$ cat src/rtl/multiplyadd_seq_pkg.sv
// Shared constants, state encoding and helpers for the MAC sequencer.
package multiplyadd_pkg;

    localparam int OP_W       = 8;
    localparam int RES_W      = 17;
    localparam int LEN_W      = 8;
    localparam int FIFO_DEPTH = 4;

    typedef enum logic [2:0] {
        IDLE   = 3'd0,
        CLEAR  = 3'd1,
        RUN    = 3'd2,
        DRAIN1 = 3'd3,
        DRAIN2 = 3'd4,
        DONE   = 3'd5
    } state_e;

    // Accumulator wrapped since the last sample: every single add is below
    // 2^16, so a decrease of the running sum means exactly one wrap.
    function automatic logic acc_wrapped(input logic [RES_W-1:0] cur,
                                         input logic [RES_W-1:0] prev);
        return (cur < prev);
    endfunction

endpackage

$ cat src/rtl/multiplyadd_seq_if.sv
// Operand input stream and result output stream of the MAC sequencer.
interface multiplyadd_seq_if #(
    parameter int OP_W  = 8,
    parameter int RES_W = 17
) ();
    logic             in_valid;
    logic             in_ready;
    logic [OP_W-1:0]  in_a;
    logic [OP_W-1:0]  in_b;
    logic             out_valid;
    logic             out_ready;
    logic [RES_W-1:0] out_result;
    logic             out_ovf;

    // Sequencer side
    modport slave (
        input  in_valid, in_a, in_b, out_ready,
        output in_ready, out_valid, out_result, out_ovf
    );

    // Producer / consumer side
    modport master (
        output in_valid, in_a, in_b, out_ready,
        input  in_ready, out_valid, out_result, out_ovf
    );
endinterface

$ cat src/rtl/multiplyadd_seq_fifo.sv
// Small synchronous FIFO holding {a,b} operand pairs; occupancy counter
// drives full/empty so no pointer-wrap bit is needed.
module mac_operand_fifo #(
    parameter int W     = 16,
    parameter int DEPTH = 4
) (
    input  logic         clk,
    input  logic         reset,
    input  logic         push,
    input  logic [W-1:0] wdata,
    input  logic         pop,
    output logic [W-1:0] rdata,
    output logic         full,
    output logic         empty
);
    localparam int AW    = $clog2(DEPTH);
    localparam int CNT_W = AW + 1;

    logic [W-1:0]     mem_q [DEPTH];
    logic [W-1:0]     mem_d [DEPTH];
    logic [AW-1:0]    wr_ptr_q, wr_ptr_d;
    logic [AW-1:0]    rd_ptr_q, rd_ptr_d;
    logic [CNT_W-1:0] count_q, count_d;
    logic             push_ok_s, pop_ok_s;

    assign full      = (count_q == CNT_W'(DEPTH));
    assign empty     = (count_q == {CNT_W{1'b0}});
    assign push_ok_s = push && !full;
    assign pop_ok_s  = pop && !empty;
    assign rdata     = mem_q[rd_ptr_q];

    // Next-state for storage, pointers and occupancy
    always_comb begin
        mem_d    = mem_q;
        wr_ptr_d = wr_ptr_q;
        rd_ptr_d = rd_ptr_q;
        count_d  = count_q;
        if (push_ok_s) begin
            mem_d[wr_ptr_q] = wdata;
            wr_ptr_d        = wr_ptr_q + AW'(1);
        end else begin
            wr_ptr_d = wr_ptr_q;
        end
        if (pop_ok_s) begin
            rd_ptr_d = rd_ptr_q + AW'(1);
        end else begin
            rd_ptr_d = rd_ptr_q;
        end
        case ({push_ok_s, pop_ok_s})
            2'b10:   count_d = count_q + CNT_W'(1);
            2'b01:   count_d = count_q - CNT_W'(1);
            default: count_d = count_q;
        endcase
    end

    // FIFO state registers; reset empties the queue and clears storage
    always_ff @(posedge clk) begin
        if (reset) begin
            for (int i = 0; i < DEPTH; i++) begin
                mem_q[i] <= {W{1'b0}};
            end
            wr_ptr_q <= {AW{1'b0}};
            rd_ptr_q <= {AW{1'b0}};
            count_q  <= {CNT_W{1'b0}};
        end else begin
            mem_q    <= mem_d;
            wr_ptr_q <= wr_ptr_d;
            rd_ptr_q <= rd_ptr_d;
            count_q  <= count_d;
        end
    end

endmodule

$ cat src/rtl/multiplyadd_seq.sv
// Control stage in front of an 8x8 multiply-accumulate unit: buffers
// operand pairs, clears the accumulator per vector, streams one pair per
// cycle (zeros when starved) and captures the final sum with a wrap flag.
module multiplyadd_seq
    import multiplyadd_pkg::*;
#(
    parameter int OP_W       = multiplyadd_pkg::OP_W,
    parameter int RES_W      = multiplyadd_pkg::RES_W,
    parameter int LEN_W      = multiplyadd_pkg::LEN_W,
    parameter int FIFO_DEPTH = multiplyadd_pkg::FIFO_DEPTH
) (
    input  logic                 clk,
    input  logic                 reset,
    input  logic                 start,
    input  logic [LEN_W-1:0]     vec_len,
    output logic                 busy,
    output logic [OP_W-1:0]      mac_a,
    output logic [OP_W-1:0]      mac_b,
    output logic                 mac_clr,
    input  logic [RES_W-1:0]     mac_result,
    multiplyadd_seq_if.slave     bus
);
    state_e              state_q, state_d;
    logic [LEN_W-1:0]    remaining_q, remaining_d;
    logic [OP_W-1:0]     mac_a_q, mac_a_d;
    logic [OP_W-1:0]     mac_b_q, mac_b_d;
    logic                mac_clr_q, mac_clr_d;
    logic [RES_W-1:0]    prev_res_q, prev_res_d;
    logic                out_valid_q, out_valid_d;
    logic [RES_W-1:0]    out_result_q, out_result_d;
    logic                out_ovf_q, out_ovf_d;
    logic                busy_q, busy_d;

    logic                fifo_push_s;
    logic                fifo_pop_s;
    logic [2*OP_W-1:0]   fifo_rdata_s;
    logic                fifo_full_s;
    logic                fifo_empty_s;

    // Accept an operand pair whenever there is room, regardless of state
    assign fifo_push_s = bus.in_valid && !fifo_full_s;
    assign bus.in_ready = !fifo_full_s;

    mac_operand_fifo #(
        .W     (2 * OP_W),
        .DEPTH (FIFO_DEPTH)
    ) u_fifo (
        .clk   (clk),
        .reset (reset),
        .push  (fifo_push_s),
        .wdata ({bus.in_a, bus.in_b}),
        .pop   (fifo_pop_s),
        .rdata (fifo_rdata_s),
        .full  (fifo_full_s),
        .empty (fifo_empty_s)
    );

    // Sequencer next-state and registered-output logic
    always_comb begin
        state_d      = state_q;
        remaining_d  = remaining_q;
        mac_a_d      = {OP_W{1'b0}};
        mac_b_d      = {OP_W{1'b0}};
        mac_clr_d    = 1'b0;
        prev_res_d   = prev_res_q;
        out_valid_d  = out_valid_q;
        out_result_d = out_result_q;
        out_ovf_d    = out_ovf_q;
        fifo_pop_s   = 1'b0;

        // Wrap tracking runs in every state where the accumulator moves
        if ((state_q == RUN) || (state_q == DRAIN1) || (state_q == DRAIN2)) begin
            if (acc_wrapped(mac_result, prev_res_q)) begin
                out_ovf_d = 1'b1;
            end else begin
                out_ovf_d = out_ovf_q;
            end
            prev_res_d = mac_result;
        end else begin
            prev_res_d = prev_res_q;
        end

        case (state_q)
            IDLE: begin
                if (start) begin
                    remaining_d = vec_len;
                    mac_clr_d   = 1'b1;
                    state_d     = CLEAR;
                end else begin
                    state_d = IDLE;
                end
            end
            CLEAR: begin
                prev_res_d = {RES_W{1'b0}};
                out_ovf_d  = 1'b0;
                if (remaining_q != {LEN_W{1'b0}}) begin
                    state_d = RUN;
                end else begin
                    state_d = DRAIN1;
                end
            end
            RUN: begin
                if (!fifo_empty_s) begin
                    fifo_pop_s  = 1'b1;
                    mac_a_d     = fifo_rdata_s[2*OP_W-1:OP_W];
                    mac_b_d     = fifo_rdata_s[OP_W-1:0];
                    remaining_d = remaining_q - LEN_W'(1);
                    if (remaining_q == LEN_W'(1)) begin
                        state_d = DRAIN1;
                    end else begin
                        state_d = RUN;
                    end
                end else begin
                    // Starved: zero operands leave the accumulator unchanged
                    state_d = RUN;
                end
            end
            DRAIN1: begin
                state_d = DRAIN2;
            end
            DRAIN2: begin
                out_result_d = mac_result;
                out_valid_d  = 1'b1;
                state_d      = DONE;
            end
            DONE: begin
                if (bus.out_ready) begin
                    out_valid_d = 1'b0;
                    state_d     = IDLE;
                end else begin
                    state_d = DONE;
                end
            end
            default: begin
                out_valid_d = 1'b0;
                state_d     = IDLE;
            end
        endcase

        busy_d = (state_d != IDLE);
    end

    // Sequencer state and output registers with synchronous reset
    always_ff @(posedge clk) begin
        if (reset) begin
            state_q      <= IDLE;
            remaining_q  <= {LEN_W{1'b0}};
            mac_a_q      <= {OP_W{1'b0}};
            mac_b_q      <= {OP_W{1'b0}};
            mac_clr_q    <= 1'b0;
            prev_res_q   <= {RES_W{1'b0}};
            out_valid_q  <= 1'b0;
            out_result_q <= {RES_W{1'b0}};
            out_ovf_q    <= 1'b0;
            busy_q       <= 1'b0;
        end else begin
            state_q      <= state_d;
            remaining_q  <= remaining_d;
            mac_a_q      <= mac_a_d;
            mac_b_q      <= mac_b_d;
            mac_clr_q    <= mac_clr_d;
            prev_res_q   <= prev_res_d;
            out_valid_q  <= out_valid_d;
            out_result_q <= out_result_d;
            out_ovf_q    <= out_ovf_d;
            busy_q       <= busy_d;
        end
    end

    assign mac_a          = mac_a_q;
    assign mac_b          = mac_b_q;
    assign mac_clr        = mac_clr_q;
    assign busy           = busy_q;
    assign bus.out_valid  = out_valid_q;
    assign bus.out_result = out_result_q;
    assign bus.out_ovf    = out_ovf_q;

endmodule

$ cat src/flat_wrapper.sv
// flat-port wrapper written by rule: the top's interface ports become plain ports
module multiplyadd_seq_flat import multiplyadd_pkg::*;
#(
    parameter int OP_W       = multiplyadd_pkg::OP_W,
    parameter int RES_W      = multiplyadd_pkg::RES_W,
    parameter int LEN_W      = multiplyadd_pkg::LEN_W,
    parameter int FIFO_DEPTH = multiplyadd_pkg::FIFO_DEPTH
)
  (clk, reset, start, vec_len, busy, mac_a, mac_b, mac_clr, mac_result, bus_in_valid, bus_in_a, bus_in_b, bus_out_ready, bus_in_ready, bus_out_valid, bus_out_result, bus_out_ovf);
  multiplyadd_seq_if #(.OP_W(OP_W), .RES_W(RES_W)) bus_i ();
  input  logic clk;
  input  logic reset;
  input  logic start;
  input  logic [LEN_W-1:0] vec_len;
  output logic busy;
  output logic [OP_W-1:0] mac_a;
  output logic [OP_W-1:0] mac_b;
  output logic mac_clr;
  input  logic [RES_W-1:0] mac_result;
  input wire logic [$bits(bus_i.in_valid)-1:0] bus_in_valid;
  input wire logic [$bits(bus_i.in_a)-1:0] bus_in_a;
  input wire logic [$bits(bus_i.in_b)-1:0] bus_in_b;
  input wire logic [$bits(bus_i.out_ready)-1:0] bus_out_ready;
  output wire logic [$bits(bus_i.in_ready)-1:0] bus_in_ready;
  output wire logic [$bits(bus_i.out_valid)-1:0] bus_out_valid;
  output wire logic [$bits(bus_i.out_result)-1:0] bus_out_result;
  output wire logic [$bits(bus_i.out_ovf)-1:0] bus_out_ovf;
  assign bus_i.in_valid = bus_in_valid;
  assign bus_i.in_a = bus_in_a;
  assign bus_i.in_b = bus_in_b;
  assign bus_i.out_ready = bus_out_ready;
  assign bus_in_ready = bus_i.in_ready;
  assign bus_out_valid = bus_i.out_valid;
  assign bus_out_result = bus_i.out_result;
  assign bus_out_ovf = bus_i.out_ovf;
  multiplyadd_seq #(.OP_W(OP_W), .RES_W(RES_W), .LEN_W(LEN_W), .FIFO_DEPTH(FIFO_DEPTH)) u_core (.clk(clk), .reset(reset), .start(start), .vec_len(vec_len), .busy(busy), .mac_a(mac_a), .mac_b(mac_b), .mac_clr(mac_clr), .mac_result(mac_result), .bus(bus_i));
endmodule
$ cat config.mk
export PLATFORM = sky130hd
export DESIGN_NAME = multiplyadd_seq_flat
export DESIGN_NICKNAME = d
export VERILOG_FILES = /design/src/rtl/multiplyadd_seq_pkg.sv /design/src/rtl/multiplyadd_seq_if.sv /design/src/rtl/multiplyadd_seq_fifo.sv /design/src/rtl/multiplyadd_seq.sv /design/src/flat_wrapper.sv
export SDC_FILE = /design/constraint.sdc
export NUM_CORES = 1
export LEC_CHECK = 0
export CAP_MARGIN = 20
export CORE_AREA = 2 2 100 102
export CTS_CLUSTER_SIZE = 24
export DETAILED_ROUTE_END_ITERATION = 8
export DIE_AREA = 0 0 102 104
export DONT_BUFFER_PORTS = 1
export GPL_ROUTABILITY_DRIVEN = 0
export PLACE_DENSITY = 0.78
export SLEW_MARGIN = 30
export SYNTH_ARGS = -nofsm -noshare
export SYNTH_HDL_FRONTEND = slang
export SYNTH_SLANG_ARGS = --single-unit
$ cat constraint.sdc
create_clock -name clk -period 3 [get_ports clk]
set_input_delay 0.6 -clock clk [delete_from_list [all_inputs] [get_ports clk]]
set_output_delay 0.6 -clock clk [all_outputs]
set_load 0.03 [all_outputs]
Yosys cells after proc, flatten, opt, wreduce, memory -nomap -nowiden
Cells that the tools add are included.

Add/subtract/negate cells: 5. $mul: 0. Divide/modulo/power cells: 0. Order comparisons: 4. Equal/unequal tests: 12. Shifts and indexed selects: 0. Muxes and demuxes: 21. Bitwise operators: 5. Reduce and logical (&&, ||, !) cells: 21.

Operators with widths (number): $bwmux 64 (1); $mux 16 (3); $bmux 16 s2 (1); $demux 16 s2 (1); $pmux 3 s6 (1); $lt 17x17->1 (1); $mux 8 (2); $pmux 8 s2 (1); $eq 3x3->1 const B (3); $eq 8x1->1 const B (1); $mux 1 (8); $reduce_bool 8->1 (1); $sub 8x1->8 const B (1); $eq 3x2->1 const B (2); $ge 3x3->1 const B (2); $logic_not 3->1 (2); $ne 2x2->1 const B (3); $not 2->3 (2); $pmux 3 s2 (1); $add 2x1->2 const B (2); $logic_and 1x1->1 (4); $reduce_and 2->1 (2); $reduce_bool 2->1 (2); $reduce_or 2->1 (2); other kinds (15) (19).

Bits in registers: 136. Latch bits: 0. Bits in writable memories: 0. Memory bits (read-only): 0. Input bits: 46. Output and inout bits: 38. Word-level logic and storage cells: 85. Memories: 0.

Longest topological paths before layout
Gate-level depths: netlist of the first run.

Depth in word-level cells: 6. Mapped depth: 10. Mapped depth without buffers: 9.

Hierarchy
From an unflattened synthesis of the first run, not the netlist that was laid out.

Cells, all modules: 643. Area total of the unflattened synthesis: 6208.5 sq um.

Modules (own cells, without submodules): mac_operand_fifo (instances 1, cells each 295, area an instance 3378.2 sq um, seq. area each 1421.4 sq um); multiplyadd_seq (instances 1, cells each 348, area an instance 2830.2 sq um, seq. area each 1301.2 sq um).

Worst setup path after synthesis of the first run
No wires, ideal clock.

Path type: register to register. Start: register u_core.state_q[0]. End: register u_core.u_fifo.count_q[2]. Setup time: 0.070 ns. Arrival time: 2.344 ns. Required time: 2.930 ns. Path slack: 0.585 ns. Stages on the path, launching flop included: 11. Buffers on the path: 2. Clock period less this slack: 2.415 ns. Path through: dfxtp_1 > buf_6 > or3b_1 > buf_6 > nor2_1 > ha_1 > inv_1 > fa_1 > xor2_1 > or3_1 > a21oi_1.

Cells in the longest elaborated chain, start to end: 5. Elaborated cells on any way between the ends: 7. Classes of those cells: eq/ne (3); mux (2); reduce/logical (2).

RTL lines: start, declared (line multiplyadd_seq.sv:23) `state_e state_q, state_d;`; start signal, assigned (line multiplyadd_seq.sv:157) `state_q <= state_d;`; $eq 3x2->1 (*) (line multiplyadd_seq.sv:83) `case (state_q)`; $mux 1 (*) (line multiplyadd_seq.sv:83); $logic_and 1x1->1 (*) (line multiplyadd_seq_fifo.sv:29) `assign pop_ok_s = pop && !empty;`; via u_core.u_fifo.pop_ok_s (line multiplyadd_seq_fifo.sv:24) `logic push_ok_s, pop_ok_s;`; $eq 2x1->1 / $eq 2x2->1 (equally long branches) (line multiplyadd_seq_fifo.sv:49) `case ({push_ok_s, pop_ok_s})`; $pmux 3 s2 / $reduce_bool 2->1 (equally long branches); end signal, assigned (line multiplyadd_seq_fifo.sv:64) `count_q <= {CNT_W{1'b0}};`; end signal, assigned (line multiplyadd_seq_fifo.sv:69) `count_q <= count_d;`; end, declared (line multiplyadd_seq_fifo.sv:23) `logic [CNT_W-1:0] count_q, count_d;`.

Mark *: on every way through the listed nets, which the timed path passes. The rest lies on a longest branch. A chain may end at the register's enable or synchronous reset.

Worst setup path after layout of the first run
Start: register u_core.state_q[1]. End: register u_core.u_fifo.count_q[2].

Same word-level chain as after synthesis.

==> flow_summary.ini, run 1 <==
[synthesis]
yosysTopAreaCell = dfxtp_1
syn_area_per_cell_um2 = 8.536
syn_area_um2 = 5898
synth-seq-area-share_pct = 46.16
ys.warnings.count = 0
ys_ff_latch = 136
syn-num-nets = 762
netlist_instances = 691
synth.top_cell.area_share_pct = 46.16
synth.area.top_cells = dfxtp_1, nand2_1, a21oi_1, mux4_2, ha_1
synth_cell_types = 49

[placed_design]
dpl.hpwl_um = 8249
numPlacedInstances = 786
place_ws_ps = 437.6
io_buffers = 0
place_area_um2 = 5906

[global_route]
grt_max_degree = 106
grt_pass1_wl_um = 21830
grt_pass1_vias = 4701
grt_use_met2_pct = 44.13
grt_busiest_layer = met2
track_usage_pct = 25.99
grtUsageMet3_pct = 8.602
antenna_found_initial = 0
grt_util_met1_pct = 30.44
grt_overflow_total = 0

[timing]
min_period_ps = 2559
fin_worst_skew_ps = 7.936
fin_ws_ps = 440.6
slew_violations = 0
hold_ws_ps = 134.1
setup_tns_ps = 0
relSlewSlack_pct = 50.35
fmaxAchievable_mhz = 390.7
rsz0062_at_grt = no
hold_viol_final = 0
finalSetupViolations = 0
fin_crit_sh_pct = 85.31
tightest_slew_ps = 744.8

[power_and_ir_drop]
pwr-share-clk_pct = 41.5
power_mw = 4.730
seqPwrFrac_pct = 43.8
ir_worst_vdd_mv = 0.4698
swShare_pct = 26.99
combPwrFrac_pct = 14.7
switching_power_mw = 1.277
powerDensity_nw_per_um2 = 731.0
power.leakage_nw = 2.246
p_int_mw = 3.454

[flow_run]
drv_cap = 0

[detailed_routing]
postRouteAntennaNets = 0
via_count = 4678
drc = 0
drt_first_pass_iters = 5
avgViaCountPerCell = 5.719
drt_wl_total_um = 12910
drt_iter0_markers = 236
wire_per_inst_um = 15.79

[status]
outcome = finished, final reports clean

[cts]
cts_sinks = 136
clk_latency_ps = 530
numCtsBuffers = 17
holdBufCountCts = 0
postCtsSetupBuffers = 0
clk_path_buf_depth = 2
cts_tree = built
ctsResizeCount = 0
cts_root_buffer = clkbuf_8
htreeDepth = 4
clk_pin_slew_worst_paths_ps = 60

[floorplanning]
row_count = 36
coreArea_um2 = 9549
start_util_pct = 61.77
die-area_um2 = 10610
fp.dieW_um = 102
dieHeight_um = 104
ios = 84

[cells_and_area]
fin_area_um2 = 6471
antenna_cells = 0
layout.nets = 743
regArea_um2 = 2723
fin_cells = 818
final_core_util_pct = 67.77
n_fill_cell = 780
drive_gt1_share_pct = 10.22
syn2layout_area_growth_pct = 9.716
multi_input_area_um2 = 2848

[critical_path]
crit_path_end_kind = register
reg2reg_to = u_core.u_fifo.count_q[2]$_SDFFE_PP0P_
crit_path_max_fanout = 12
r2r_cells = 8
r2r-start = u_core.state_q[1]$_SDFF_PP0_
worst_ep_arrival_time_ps = 3020
reg2reg_slack_ps = 440
crit_type = reg2reg
required_ps = 3460
cp-start-kind = register

[hold_path]
holdPathEnd = u_core.bus.out_result[7]$_SDFFE_PP0P_
whs_path_depth = 1
worstHoldPathType = in2reg
hp-start = reset
[cell usage in the layout, fill, tap and decap left out, types with 4 or more instances in the layout]
| cell | instances |
|---|---|
| a22oi_1 | 7 |
| clkinv_2 | 4 |
| buf_4 | 9 |
| nor2_1 | 28 |
| mux4_2 | 16 |
| nor3_1 | 4 |
| o21ai_0 | 14 |
| ha_1 | 24 |
| nand3_1 | 35 |
| nor2b_4 | 4 |
| clkbuf_1 | 4 |
| nand2_1 | 183 |
| nor2b_2 | 6 |
| a21oi_1 | 111 |
| clkbuf_16 | 16 |
| nor2b_1 | 4 |
| clkbuf_8 | 4 |
| inv_1 | 27 |
| dfxtp_1 | 136 |
[worst max-delay path by stage]
| stage | start | to | cells past startpoint |
|---|---|---|---|
| after global placement | u_core.state_q[1]$_SDFF_PP0_ | u_core.u_fifo.count_q[2]$_SDFFE_PP0P_ | 8 |
| final | u_core.state_q[1]$_SDFF_PP0_ | u_core.u_fifo.count_q[2]$_SDFFE_PP0P_ | 8 |
| after CTS | u_core.state_q[1]$_SDFF_PP0_ | u_core.u_fifo.count_q[2]$_SDFFE_PP0P_ | 8 |
| after detailed placement | u_core.state_q[1]$_SDFF_PP0_ | u_core.u_fifo.count_q[2]$_SDFFE_PP0P_ | 8 |
| after global routing | u_core.state_q[1]$_SDFF_PP0_ | u_core.u_fifo.count_q[2]$_SDFFE_PP0P_ | 8 |
| after floorplan | u_core.state_q[0]$_SDFF_PP0_ | u_core.u_fifo.count_q[2]$_SDFFE_PP0P_ | 10 |
[sequential cells by signal, summed over array words and instances, names as in the netlist]
| signal | flops |
|---|---|
| u_core.remaining_q | 8 |
| u_core.u_fifo.rd_ptr_q | 2 |
| u_core.u_fifo.wr_ptr_q | 2 |
| u_core.mac_a | 8 |
| u_core.u_fifo.count_q | 3 |
| u_core.busy | 1 |
| u_core.bus.out_ovf | 1 |
| u_core.bus.out_valid | 1 |
| u_core.mac_clr | 1 |
| u_core.u_fifo.mem_q | 64 |
| u_core.state_q | 3 |
| u_core.mac_b | 8 |
| u_core.bus.out_result | 17 |
| u_core.prev_res_q | 17 |
[critical path, stage by stage, from the launching register on]
cell,delay [ps]
dfxtp_1,540
or3b_1,410
nor2_1,260
ha_1,240
inv_1,60
fa_1,380
xor2_1,160
or3_1,310
a21oi_1,140
[power groups by stage]
| stage | logic [mW] | clock network [mW] | registers, mW |
|---|---|---|---|
| CTS | 0.699 | 1.99 | 2.07 |
| finish | 0.696 | 1.96 | 2.07 |
| global placement | 0.664 | 0 | 2.10 |
| detailed placement | 0.691 | 0 | 2.11 |
| global route | 0.795 | 2.08 | 2.08 |
| floorplan | 0.614 | 0 | 2.06 |
[logic make-up (layout without fill, tap and decap cells)]
| family | count (synthesis) | in the layout | share of synthesized area (%) |
|---|---|---|---|
| buffers and inverters | 74 | 68 | 5.622 |
| AO/OA/AOI/OAI | 150 | 150 | 14.17 |
| adder cells (fa/ha/maj) | 25 | 25 | 5.431 |
| flip-flops | 136 | 136 | 46.16 |
| multiplexers | 16 | 16 | 6.110 |
| AND/OR/NAND/NOR | 284 | 284 | 21.62 |
| XOR/XNOR | 6 | 6 | 0.8911 |
[cells in the mapped netlist (all sizes together)]
cell type and instances:
a2111oi 3, a211o 1, a211oi 2, a21boi 1
a21o 2, a21oi 112, a22oi 7, a32o 1
and2 2, and2b 3, buf 19, clkbuf 28
dfxtp 136, fa 1, ha 24, inv 27
mux4 16, nand2 183, nand2b 3, nand3 35
nand4 1, nand4b 1, nor2 28, nor2b 14
nor3 4, nor3b 1, nor4 1, o21ai 16
o22ai 2, o31ai 1, o41ai 2, or3 4
or3b 1, or4 2, or4b 1, xnor2 3
xor2 3
[area by class of cell]
class / count / area share [%]
Timing Repair Buffer: 9 / 1.044
Multi-Input combinational cell: 481 / 44.01
Clock buffer: 24 / 7.270
Sequential cell: 136 / 42.07
Tap cell: 133 / 2.572
Inverter: 27 / 1.566
Clock inverter: 8 / 1.469
[routing by layer]
metal	part of all wire, %	wire (um)	vias to the layer above
met2	51	6560	159
li1	-	-	2290
met3	8.3	1076	20
met4	1.5	200	0
met5	0	0	-
met1	39	5075	2209
(Power assumes the default switching activity.)
==> inputs of run 2 (changes only) <==
--- a/config.mk
+++ b/config.mk
@@ -6,13 +6,12 @@
 export NUM_CORES = 1
 export LEC_CHECK = 0
 export CAP_MARGIN = 20
-export CORE_AREA = 2 2 100 102
+export CORE_AREA = 2 2 122 124
 export CTS_CLUSTER_SIZE = 24
 export DETAILED_ROUTE_END_ITERATION = 8
-export DIE_AREA = 0 0 102 104
+export DIE_AREA = 0 0 124 126
 export DONT_BUFFER_PORTS = 1
 export GPL_ROUTABILITY_DRIVEN = 0
-export PLACE_DENSITY = 0.78
 export SLEW_MARGIN = 30
 export SYNTH_ARGS = -nofsm -noshare
 export SYNTH_HDL_FRONTEND = slang
==> run 2 against run 1 <==
Global-route usage is 7.1 points lower. First-iteration DRC count down 5.9%. Final area up 2.2%. Utilization shrank 22 points. Non-clock buffer count rose by 3. Wire length grew 9.0%. Critical path type unchanged. Maximum frequency shrank 1.3%. Critical endpoint unchanged. Worst setup slack worse by 34 ps. Hold slack improved by 120 ps. Die area up 47%.
==> flow_summary.ini, run 2 (synthesis gave the netlist of run 1 again) <==
[power_and_ir_drop]
power.leakage_nw = 2.282
ir_worst_vdd_mv = 0.4791
powerDensity_nw_per_um2 = 748.7
power_mw = 4.952

[timing]
min_period_ps = 2593
fin_worst_skew_ps = 5.757
tightest_slew_ps = 742.8
relSlewSlack_pct = 50.36
finalSetupViolations = 0
rsz0062_at_grt = no
fin_crit_sh_pct = 86.45
slew_violations = 0
fmaxAchievable_mhz = 385.6
hold_viol_final = 0
setup_tns_ps = 0
hold_ws_ps = 256.9

[global_route]
antenna_found_initial = 0
track_usage_pct = 18.88
grt_pass1_wl_um = 22670
grt_pass1_vias = 4575
grt_max_degree = 106
grt_overflow_total = 0

[critical_path]
worst_ep_arrival_time_ps = 2940
crit_family = simple AND/OR/NAND/NOR gates
cp_slowest_cell = dfxtp_1
cp-start-kind = register
required_ps = 3350
worst-path-buf-inv = 1
crit_path_max_fanout = 12
crit_path_end_kind = register
crit_type = reg2reg
cp_cell_sequence = or3b_1, nor2_1, ha_1, inv_1, fa_1, xor2_1, or3_1, a21oi_1
cpPeakStageDelay_ps = 560

[floorplanning]
die-area_um2 = 15620
fp.dieW_um = 124
dieHeight_um = 126
row_count = 44
ios = 84
coreArea_um2 = 14310
start_util_pct = 41.21

[cts]
clk_pin_slew_worst_paths_ps = 60
numCtsBuffers = 17
cts_root_buffer = clkbuf_16
postCtsSetupBuffers = 0
holdBufCountCts = 0
clk_path_buf_depth = 2
ctsResizeCount = 0
htreeDepth = 4
cts_tree = built
clk_latency_ps = 410
cts_sinks = 136

[cells_and_area]
final_common_cell = nand2_1
layout.nets = 746
final_core_util_pct = 46.21
largest_reg_flops = 64
layout_common_cells = nand2_1, dfxtp_1, a21oi_1, nand3_1, nor2_1
syn2layout_area_growth_pct = 12.13
drive_gt1_share_pct = 10.90
largest-register = u_core.u_fifo.mem_q
antenna_cells = 0

[detailed_routing]
wire_per_inst_um = 16.14
avgViaCountPerCell = 5.286
drt_wl_total_um = 14070
drt_iter0_markers = 222
postRouteAntennaNets = 0
drt_first_pass_iters = 5
via_count = 4609
drc = 0

[placed_design]
io_buffers = 0
dpl.hpwl_um = 8884

[hold_path]
worstHoldPathType = in2reg

[status]
outcome = finished, final reports clean

[flow_run]
drv_cap = 0
==> run 2: worst paths after layout <==
check	startpoint	end	slack (ps)	depth (start not counted)
worst min-delay path	reset	u_core.bus.out_result[8]$_SDFFE_PP0P_	260	1
worst max-delay path	u_core.state_q[1]$_SDFF_PP0_	u_core.u_fifo.count_q[2]$_SDFFE_PP0P_	410	8
worst min register to register	u_core.prev_res_q[11]$_SDFFE_PP0P_	u_core.prev_res_q[11]$_SDFFE_PP0P_	450	2
worst max register to register	u_core.state_q[1]$_SDFF_PP0_	u_core.u_fifo.count_q[2]$_SDFFE_PP0P_	410	8
==> run 2: through the flow <==
step                      setup WS [ps]  instances  area, um2
after global placement            538.5        840       5992
after CTS                         417.8        872       6614
after detailed placement          441.4        840       5992
after floorplan                   585.5        691       5898
after global routing              262.8        872       6614
final                             406.6        872       6614
==> run 2: area by class of cell <==
class                      instances  area [um2]
timing repair buffer              12       90.09
clock buffer                      20       446.7
tap                              184       230.2
fill                            1379        7700
sequential                       136        2723
inverter                          27       101.3
clock inverter                    12       175.2
multi-input combinational        481        2848
==> run 2: power breakdown <==
group,total (mW),internal [mW],switching [mW]
registers,2.07,1.93,0.136
logic,0.706,0.283,0.423
clock network,2.18,1.41,0.769
==> run 2: layer usage <==
metal / share of wire [%] / wire length, um / vias up / track usage [%]
met3: 7.4 / 1035 / 18 / 6.929
met2: 49 / 6881 / 125 / 31.48
met5: 0 / 0 / - / 0
met4: 1.5 / 216 / 0 / 6.940
met1: 42 / 5937 / 2168 / 22.10
li1: - / - / 2298 / -
